<file path="config.mk">
export PLATFORM = sky130hd
export DESIGN_NAME = divider_thirtytwo_bit_seq_flat
export DESIGN_NICKNAME = d
export VERILOG_FILES = /design/src/rtl/divider_thirtytwo_bit_seq_if.sv /design/src/rtl/divider_thirtytwo_bit_seq.sv /design/src/flat_wrapper.sv
export SDC_FILE = /design/constraint.sdc
export NUM_CORES = 1
export LEC_CHECK = 0
export CORE_ASPECT_RATIO = 0.9
export CORE_UTILIZATION = 53
export CTS_BUF_LIST = sky130_fd_sc_hd__clkbuf_2 sky130_fd_sc_hd__clkbuf_4 sky130_fd_sc_hd__clkbuf_8
export DETAILED_ROUTE_END_ITERATION = 8
export PLACE_DENSITY = 0.91
export SLEW_MARGIN = 10
export SYNTH_ARGS = -nofsm -noshare
export SYNTH_HDL_FRONTEND = slang
export SYNTH_SLANG_ARGS = --single-unit
</file>
<file path="constraint.sdc">
create_clock -name clk -period 4.9 [get_ports clk]
set_input_delay 0.735 -clock clk [delete_from_list [all_inputs] [get_ports clk]]
set_output_delay 0.735 -clock clk [all_outputs]
set_load 0.03 [all_outputs]
</file>
<file path="src/rtl/divider_thirtytwo_bit_seq_if.sv">
// divider_thirtytwo_bit_seq_if: start/busy/done handshake and operand/result bus of the divider
interface divider_thirtytwo_bit_seq_if #(parameter int WIDTH = 32);
   logic             start;
   logic             is_signed;
   logic [WIDTH-1:0] dividend;
   logic [WIDTH-1:0] divisor;
   logic             busy;
   logic             done;
   logic [WIDTH-1:0] quotient;
   logic [WIDTH-1:0] remainder;
   logic             div_by_zero;
   modport master (
      output start, is_signed, dividend, divisor,
      input  busy, done, quotient, remainder, div_by_zero
   );
   modport slave (
      input  start, is_signed, dividend, divisor,
      output busy, done, quotient, remainder, div_by_zero
   );
endinterface

</file>
<file path="src/rtl/divider_thirtytwo_bit_seq.sv">
// divider_thirtytwo_bit_seq: iterative restoring divider, one quotient bit per cycle, DIV/DIVU semantics
module divider_thirtytwo_bit_seq #(
   parameter int WIDTH = 32
) (
   input logic                      clk,
   input logic                      reset,
   divider_thirtytwo_bit_seq_if.slave bus
);
   localparam int CW = $clog2(WIDTH + 1);
   typedef enum logic [1:0] {IDLE, RUN, FIX, DONE} state_t;
   state_t           state_q, state_d;
   logic [CW-1:0]    cnt_q, cnt_d;
   logic [WIDTH-1:0] rem_q, rem_d, quo_q, quo_d, dvs_q, dvs_d;
   logic             neg_quo_q, neg_quo_d, neg_rem_q, neg_rem_d;
   logic [WIDTH-1:0] quo_out_q, quo_out_d, rem_out_q, rem_out_d;
   logic             dbz_q, dbz_d;
   logic [WIDTH-1:0] shifted, diff;
   logic             borrow, ge, sign_a, sign_b;
   assign bus.busy        = (state_q == RUN) || (state_q == FIX);
   assign bus.done        = (state_q == DONE);
   assign bus.quotient    = quo_out_q;
   assign bus.remainder   = rem_out_q;
   assign bus.div_by_zero = dbz_q;
   // Next state and datapath: accept, shift-subtract iterations, then sign fix-up into the held outputs
   always_comb begin
      state_d   = state_q;
      cnt_d     = cnt_q;
      rem_d     = rem_q;
      quo_d     = quo_q;
      dvs_d     = dvs_q;
      neg_quo_d = neg_quo_q;
      neg_rem_d = neg_rem_q;
      quo_out_d = quo_out_q;
      rem_out_d = rem_out_q;
      dbz_d     = dbz_q;
      sign_a    = bus.is_signed & bus.dividend[WIDTH-1];
      sign_b    = bus.is_signed & bus.divisor[WIDTH-1];
      shifted   = {rem_q[WIDTH-2:0], quo_q[WIDTH-1]};
      {borrow, diff} = {1'b0, shifted} - {1'b0, dvs_q};
      ge        = rem_q[WIDTH-1] | ~borrow;
      case (state_q)
         IDLE, DONE: begin
            state_d = bus.start ? RUN : IDLE;
            if (bus.start) begin
               quo_d     = sign_a ? -bus.dividend : bus.dividend;
               dvs_d     = sign_b ? -bus.divisor : bus.divisor;
               rem_d     = '0;
               cnt_d     = CW'(WIDTH);
               neg_quo_d = sign_a ^ sign_b;
               neg_rem_d = sign_a;
            end
         end
         RUN: begin
            rem_d   = ge ? diff : shifted;
            quo_d   = {quo_q[WIDTH-2:0], ge};
            cnt_d   = cnt_q - CW'(1);
            state_d = (cnt_q == CW'(1)) ? FIX : RUN;
         end
         default: begin
            dbz_d     = (dvs_q == '0);
            quo_out_d = (dvs_q == '0) ? '1 : (neg_quo_q ? -quo_q : quo_q);
            rem_out_d = neg_rem_q ? -rem_q : rem_q;
            state_d   = DONE;
         end
      endcase
   end
   // State and datapath registers, cleared asynchronously so a reset aborts any operation in flight
   always_ff @(posedge clk or posedge reset) begin
      if (reset) begin
         state_q   <= IDLE;
         cnt_q     <= '0;
         rem_q     <= '0;
         quo_q     <= '0;
         dvs_q     <= '0;
         neg_quo_q <= 1'b0;
         neg_rem_q <= 1'b0;
         quo_out_q <= '0;
         rem_out_q <= '0;
         dbz_q     <= 1'b0;
      end else begin
         state_q   <= state_d;
         cnt_q     <= cnt_d;
         rem_q     <= rem_d;
         quo_q     <= quo_d;
         dvs_q     <= dvs_d;
         neg_quo_q <= neg_quo_d;
         neg_rem_q <= neg_rem_d;
         quo_out_q <= quo_out_d;
         rem_out_q <= rem_out_d;
         dbz_q     <= dbz_d;
      end
   end
endmodule
</file>
<file path="src/flat_wrapper.sv">
// flat-port wrapper written by rule: the top's interface ports become plain ports
module divider_thirtytwo_bit_seq_flat 
#(
   parameter int WIDTH = 32
)
  (clk, reset, bus_start, bus_is_signed, bus_dividend, bus_divisor, bus_busy, bus_done, bus_quotient, bus_remainder, bus_div_by_zero);
  divider_thirtytwo_bit_seq_if #(.WIDTH(WIDTH)) bus_i ();
  input logic clk;
  input logic reset;
  input wire logic [$bits(bus_i.start)-1:0] bus_start;
  input wire logic [$bits(bus_i.is_signed)-1:0] bus_is_signed;
  input wire logic [$bits(bus_i.dividend)-1:0] bus_dividend;
  input wire logic [$bits(bus_i.divisor)-1:0] bus_divisor;
  output wire logic [$bits(bus_i.busy)-1:0] bus_busy;
  output wire logic [$bits(bus_i.done)-1:0] bus_done;
  output wire logic [$bits(bus_i.quotient)-1:0] bus_quotient;
  output wire logic [$bits(bus_i.remainder)-1:0] bus_remainder;
  output wire logic [$bits(bus_i.div_by_zero)-1:0] bus_div_by_zero;
  assign bus_i.start = bus_start;
  assign bus_i.is_signed = bus_is_signed;
  assign bus_i.dividend = bus_dividend;
  assign bus_i.divisor = bus_divisor;
  assign bus_busy = bus_i.busy;
  assign bus_done = bus_i.done;
  assign bus_quotient = bus_i.quotient;
  assign bus_remainder = bus_i.remainder;
  assign bus_div_by_zero = bus_i.div_by_zero;
  divider_thirtytwo_bit_seq #(.WIDTH(WIDTH)) u_core (.clk(clk), .reset(reset), .bus(bus_i));
endmodule
</file>
==> results of run 1 <==
[power groups by stage]
stage	sequential, mW	clock, mW	combinational [mW]
detailed placement	2.81	0	6.36
CTS	2.79	0.984	6.40
global placement	2.76	0	6.20
floorplan	3.10	0	4.18
global route	2.89	1.04	7.07
finish	2.81	0.970	6.45
[metrics by stage]
step | setup WS, ps | hold WS (ps) | util [%] | power (mW) | cell area [um2]
final | 1050 | 513 | 63.2 | 10.2 | 13100
after floorplan | 1740 | 471 | - | 7.28 | 11200
after CTS | 1090 | 518 | 63.2 | 10.2 | 13100
after global routing | 791 | 541 | 63.2 | 11.0 | 13100
after global placement | 1140 | 479 | 61.4 | 8.96 | 12800
after detailed placement | 1040 | 498 | 61.4 | 9.16 | 12800
[cell families (layout without fill, tap and decap cells)]
logic type | count (synthesis) | in the layout
muxes | 31 | 31
buffers and inverters | 122 | 228
adders and majority gates | 43 | 43
DFF | 171 | 171
AOI/OAI and AO/OA | 395 | 395
and+or+nand+nor | 423 | 423
xor gates and xnor gates | 145 | 145
[registers in the layout, indices dropped and copies added (netlist names)]
name and count:
u_core.quo_q 32, u_core.state_q 2, u_core.neg_rem_q 1, u_core.bus.quotient 32, u_core.bus.remainder 32, u_core.dvs_q 32
u_core.cnt_q 6, u_core.bus.div_by_zero 1, u_core.rem_q 32, u_core.neg_quo_q 1
[routing by layer]
metal,vias to the layer above,track usage [%]
li1,4860,-
met1,4780,40.3
met2,393,41.5
met3,52,3.34
met4,0,9.96
met5,-,0
[layout by cell type, fill, tap and decap left out, types with 11 or more instances in the layout]
| cell | Yosys | final |
|---|---|---|
| nand2_1 | 137 | 137 |
| nor4_1 | 20 | 20 |
| or3_1 | 17 | 17 |
| nand2b_1 | 11 | 11 |
| a21o_1 | 12 | 12 |
| clkdlybuf4s50_1 | 0 | 134 |
| clkbuf_8 | 0 | 19 |
| dfrtp_1 | 171 | 171 |
| nand4_1 | 11 | 11 |
| mux2i_1 | 26 | 26 |
| nand3_1 | 16 | 16 |
| xor2_1 | 89 | 89 |
| xnor2_1 | 56 | 56 |
| ha_1 | 42 | 40 |
| o41ai_1 | 12 | 12 |
| inv_1 | 58 | 57 |
| nor2b_1 | 16 | 16 |
| nor3_1 | 14 | 14 |
| a21oi_1 | 154 | 153 |
| o31ai_1 | 27 | 27 |
| o21ai_0 | 137 | 137 |
| nor2_1 | 140 | 140 |
[worst max-delay path, stage by stage (launching register included)]
cell and delay (ps):
dfrtp_1 370, inv_1 130, ha_1 220, fa_1 210
nand2b_1 140, a21oi_1 90, o22ai_1 310, o21ai_0 210
a211oi_1 530, o41ai_2 220, a31oi_4 320, buf_4 310
mux2_2 360, a221o_1 310
[worst paths after layout]
path | to | slack (ps) | cells after the start
max | u_core.rem_q[21] | 1050 | 13
min | u_core.bus.div_by_zero | 510 | 2
max reg2reg | u_core.rem_q[21] | 1050 | 13
min reg2reg | u_core.bus.div_by_zero | 510 | 2
max in group asynchronous | u_core.rem_q[5] | 3180 | 3
min in group asynchronous | u_core.bus.quotient[11] | 570 | 2
[cell type report]
cell class / count / area (um2)
Inverter: 58 / 221
Fill cell: 1720 / 7640
Clock buffer: 20 / 269
Clock inverter: 8 / 97.6
Multi-Input combinational cell: 1037 / 6490
Sequential cell: 171 / 4280
Tap cell: 286 / 358
Timing Repair Buffer: 142 / 1410
==> flow_summary.ini, run 1 <==
[run_status]
status = finished, final reports clean

[synth]
synth_commonest_cells = dfrtp_1, a21oi_1, nor2_1
synth_compound_area_share_pct = 20.7
yosys_register_bits = 171
yosysSeqAreaShare_pct = 38.1
async_flop_share_pct = 100
synth_top_area_share_pct = 38.1
synth_xor_area_share_pct = 11.3
synthTopCellsByArea = dfrtp_1, xor2_1, a21oi_1
yosys.area.top_type = dfrtp_1
avgSynthCellArea_um2 = 8.44
synth_edf_count = 0
synth_top_family_by_area = compound AO/OA/AOI/OAI gates
syn_nets = 1441
synth_mux_area_share_pct = 2.82
synth-simple-area-share_pct = 17.8
ys.flop_type = dfrtp_1
netlist_area_um2 = 11200
synth_warnings = 0
yosysMostFrequentCell = dfrtp_1
yosysUniqueCellTypes = 61
synth_adder_area_share_pct = 4.86
postSynthCellCount = 1330

[sta]
hold_violations = 0
min_period_over_period_pct = 78.5
worst-slew-pin-transition_ps = 1130
fin_tns_setup_ps = 0
max_slew_margin_pct = 24.4
max_freq_mhz = 260
rsz0062_at_grt = no
setup_viol = 0
min_period_ps = 3850
fin_worst_skew_ps = 12.1
slew_violations = 0

[critical_path]
path_class = flip-flop to flip-flop
crit_fanout = 16
timing.rr.start = u_core.quo_q[31]
crit_arrival_ps = 4200
end_kind = flip-flop
startpoint_type = flip-flop
crit_path_start = u_core.quo_q[31]
required_ps = 5250

[pwr]
switchingPower_mw = 5.14
power_per_cell_area_nw_per_um2 = 779
seqPwrFrac_pct = 27.5
ir_drop_mv = 0.477
clock_power_share_pct = 9.5
p_int_mw = 5.09
switching_share_pct = 50.2
p_comb_share_pct = 63.0
total_leakage_power_nw = 5.73

[placed_design]
io_buffers = 134
dp_hpwl_mm = 21.1
place_congestion = 0.924
dp_cells = 1694

[floorplanning]
die_h_um = 140
die_area_um2 = 21800
core_um2 = 20800
rows = 50
initial_core_util_pct = 54.0
ios = 135
die_width_um = 155

[finish]
fin_nets = 1538
antenna_cells = 0
fin_cells = 1722
syn2layout_area_growth_pct = 17.0
drive_above_1_share_pct = 4.53

[detailed_routing]
top_signal_layer_used = met4
drc = 0
drtIter0Drc = 845
wl_met2_mm = 12.9
post_drt_wl_per_cell_um = 16.9
wl_met1_mm = 13.7
vias = 10100
ant_nets = 0
dr_wl_met3_mm = 1.77
viasPerCell = 5.86
wl_mm = 29.1
drtPass1Iterations = 5

[clocking]
cts-root-buf = clkbuf_8
clk_latency_ps = 470
cts_hold_buf = 0
numCtsBuffers = 17
clk_path_buf_depth = 2
cts_setup_buffers = 0
cts_resized = 0
clock-sinks = 171
path_clk_slew_ps = 80
h-tree-depth = 4
cts_tree = done

[global_route]
grt_start_max_net_pins = 161
grt_pass1_vias = 9408
grt_pass1_wl_mm = 47.9
grt_antenna_before_repair = 0
overflow = 0
gr-usage-all-layers_pct = 27.4

[flow_run]
maxCapViolCount = 0

[hold_path]
min_path_type = flip-flop to flip-flop
hold_start = u_core.bus.div_by_zero
(Power assumes the default switching activity.)
==> run 2, diff against run 1 <==
--- a/config.mk
+++ b/config.mk
@@ -6,10 +6,10 @@
 export NUM_CORES = 1
 export LEC_CHECK = 0
 export CORE_ASPECT_RATIO = 0.9
-export CORE_UTILIZATION = 53
+export CORE_UTILIZATION = 59
 export CTS_BUF_LIST = sky130_fd_sc_hd__clkbuf_2 sky130_fd_sc_hd__clkbuf_4 sky130_fd_sc_hd__clkbuf_8
 export DETAILED_ROUTE_END_ITERATION = 8
-export PLACE_DENSITY = 0.91
+export PLACE_DENSITY = 0.95
 export SLEW_MARGIN = 10
 export SYNTH_ARGS = -nofsm -noshare
 export SYNTH_HDL_FRONTEND = slang
==> constraint.sdc (replaced) <==
create_clock -name clk -period 3.8 [get_ports clk]
set_input_delay 0.57 -clock clk [delete_from_list [all_inputs] [get_ports clk]]
set_output_delay 0.57 -clock clk [all_outputs]
set_load 0.03 [all_outputs]
==> run 2 against run 1 <==
Compared with the run above: flip-flop and latch count is the same; die area fell by 10%; sequential share of layout area shrank 0.26 points; fmax is 7.2% higher; non-clock buffer count rose by 14; cell count is 1.3% lower; largest cell class unchanged; largest power group unchanged.
==> flow_summary.ini, run 2 (synthesis results as in run 1) <==
[detailed_routing]
post_drt_wl_per_cell_um = 16.9
drtIter0Drc = 927
ant_nets = 0
viasPerCell = 6.02
vias = 10200
drtPass1Iterations = 5
drc = 0
wl_mm = 28.6

[sta]
min_period_over_period_pct = 94.5
hold_violations = 0
rsz0062_at_grt = no
max_freq_mhz = 279
max_slew_margin_pct = 31.3
fin_tns_setup_ps = 0
min_period_ps = 3590
slew_violations = 0
worst-slew-pin-transition_ps = 1030
fin_worst_skew_ps = 9.68
setup_viol = 0

[floorplanning]
initial_core_util_pct = 60.6
ios = 135
rows = 47
die_h_um = 133
core_um2 = 18500
die_area_um2 = 19600
die_width_um = 147

[critical_path]
startpoint_type = flip-flop
end_kind = flip-flop
regToRegSetupSlack_ps = 210
crit_fanout = 8
timing.rr.start = u_core.dvs_q[0]
path_class = flip-flop to flip-flop
required_ps = 4150
rr_worst_depth = 11
crit_arrival_ps = 3940
r2r_end = u_core.rem_q[21]

[global_route]
overflow = 0
grt_start_max_net_pins = 97
gr-usage-all-layers_pct = 29.8
grt_antenna_before_repair = 0
grt_pass1_wl_mm = 46.9
grt_pass1_vias = 9490

[pwr]
power_per_cell_area_nw_per_um2 = 1000
total_leakage_power_nw = 5.84
ir_drop_mv = 0.553

[hold_path]
holdPathEnd = u_core.dvs_q[18]
hold_start = u_core.dvs_q[18]
min_path_type = flip-flop to flip-flop
min_path_cells = 2

[clocking]
clk_latency_ps = 460
cts-root-buf = clkbuf_8
clk_path_buf_depth = 2
cts_hold_buf = 0
cts_tree = done
h-tree-depth = 4
clock-sinks = 171
path_clk_slew_ps = 90
numCtsBuffers = 17

[finish]
final_core_util_pct = 71.4
syn2layout_area_growth_pct = 17.9
drive_above_1_share_pct = 5.78
fillers = 1407
antenna_cells = 0
fin_nets = 1552
layout_common_cells = dfrtp_1, a21oi_1, nor2_1
final_common_cell = dfrtp_1

[placed_design]
place_congestion = 0.975
dp_hpwl_mm = 21.1
io_buffers = 134

[run_status]
status = finished, final reports clean

[flow_run]
maxCapViolCount = 0
[run 2: cell types whose count changed in the layout (fill, tap and decap cells not counted), sizes merged]
cell      previous run  this run
bufinv               2         1
inv                 57        60
clkinvlp             4         3
clkinv               3         5
buf                  8        22
clkbuf              20        21
[run 2: routing by layer]
metal / global-route usage (%) / share of wire, % / wire, um / vias up
li1: - / - / - / 4901
met1: 44.6 / 46 / 13300 / 4833
met2: 44.5 / 44 / 12600 / 443
met3: 4.00 / 7.6 / 2190 / 55
met4: 9.68 / 2.1 / 612 / 0
met5: 0 / 0 / 0 / -
[run 2: power breakdown]
| part | leakage [nW] | total [mW] | switching, mW | internal, mW |
|---|---|---|---|---|
| combinational | 3.52 | 8.37 | 5.00 | 3.37 |
| sequential | 2.12 | 3.59 | 0.928 | 2.67 |
| clock | 0.198 | 1.28 | 0.690 | 0.587 |
[run 2: layout make-up]
cell class,instances,area (um2),area share [%]
inverters,58,221,1.67
multi-input cells,1037,6490,49.0
repair buffers,156,1540,11.7
well taps,245,307,2.32
clock inverters,11,110,0.832
flip-flops and latches,171,4280,32.3
clock buffers,21,283,2.14
[run 2: how the worst max path moves through the flow]
stage | start | endpoint | slack [ps]
2_1_floorplan | u_core.dvs_q[0] | u_core.rem_q[21] | 640
3_5_place_dp | u_core.dvs_q[0] | u_core.rem_q[21] | 160
3_3_place_gp | bus_dividend[0] | u_core.quo_q[30] | 330
4_1_cts | u_core.dvs_q[0] | u_core.rem_q[21] | 130
5_1_grt | u_core.dvs_q[1] | u_core.rem_q[29] | 6
6_report | u_core.dvs_q[0] | u_core.rem_q[21] | 210
[run 2: timing repair]
item	4_1_cts	5_1_grt
setup endpoints to repair	0	12
resized for setup	0	1
setup buffers	0	0
[run 2: critical path: stages (launching register included)]
cell,delay [ps]
dfrtp_1,410
ha_1,240
fa_1,420
nand2b_1,200
a21oi_1,180
o22ai_1,180
o21ai_1,300
a211oi_1,170
o41ai_2,540
a31oi_4,210
mux2_2,310
a221o_1,320
[run 2: through the flow]
stage               hold slack [ps]  instance area (um2)  instances  power [mW]  setup slack [ps]
CTS                             515                13200       1699        13.2               127
finish                          516                13200       1699        13.2               210
global placement                474                12800       1667        11.6               329
global route                    551                13200       1699        14.3              6.13
detailed placement              495                12800       1667        11.8               161
floorplan                       471                11200       1330        9.39               636
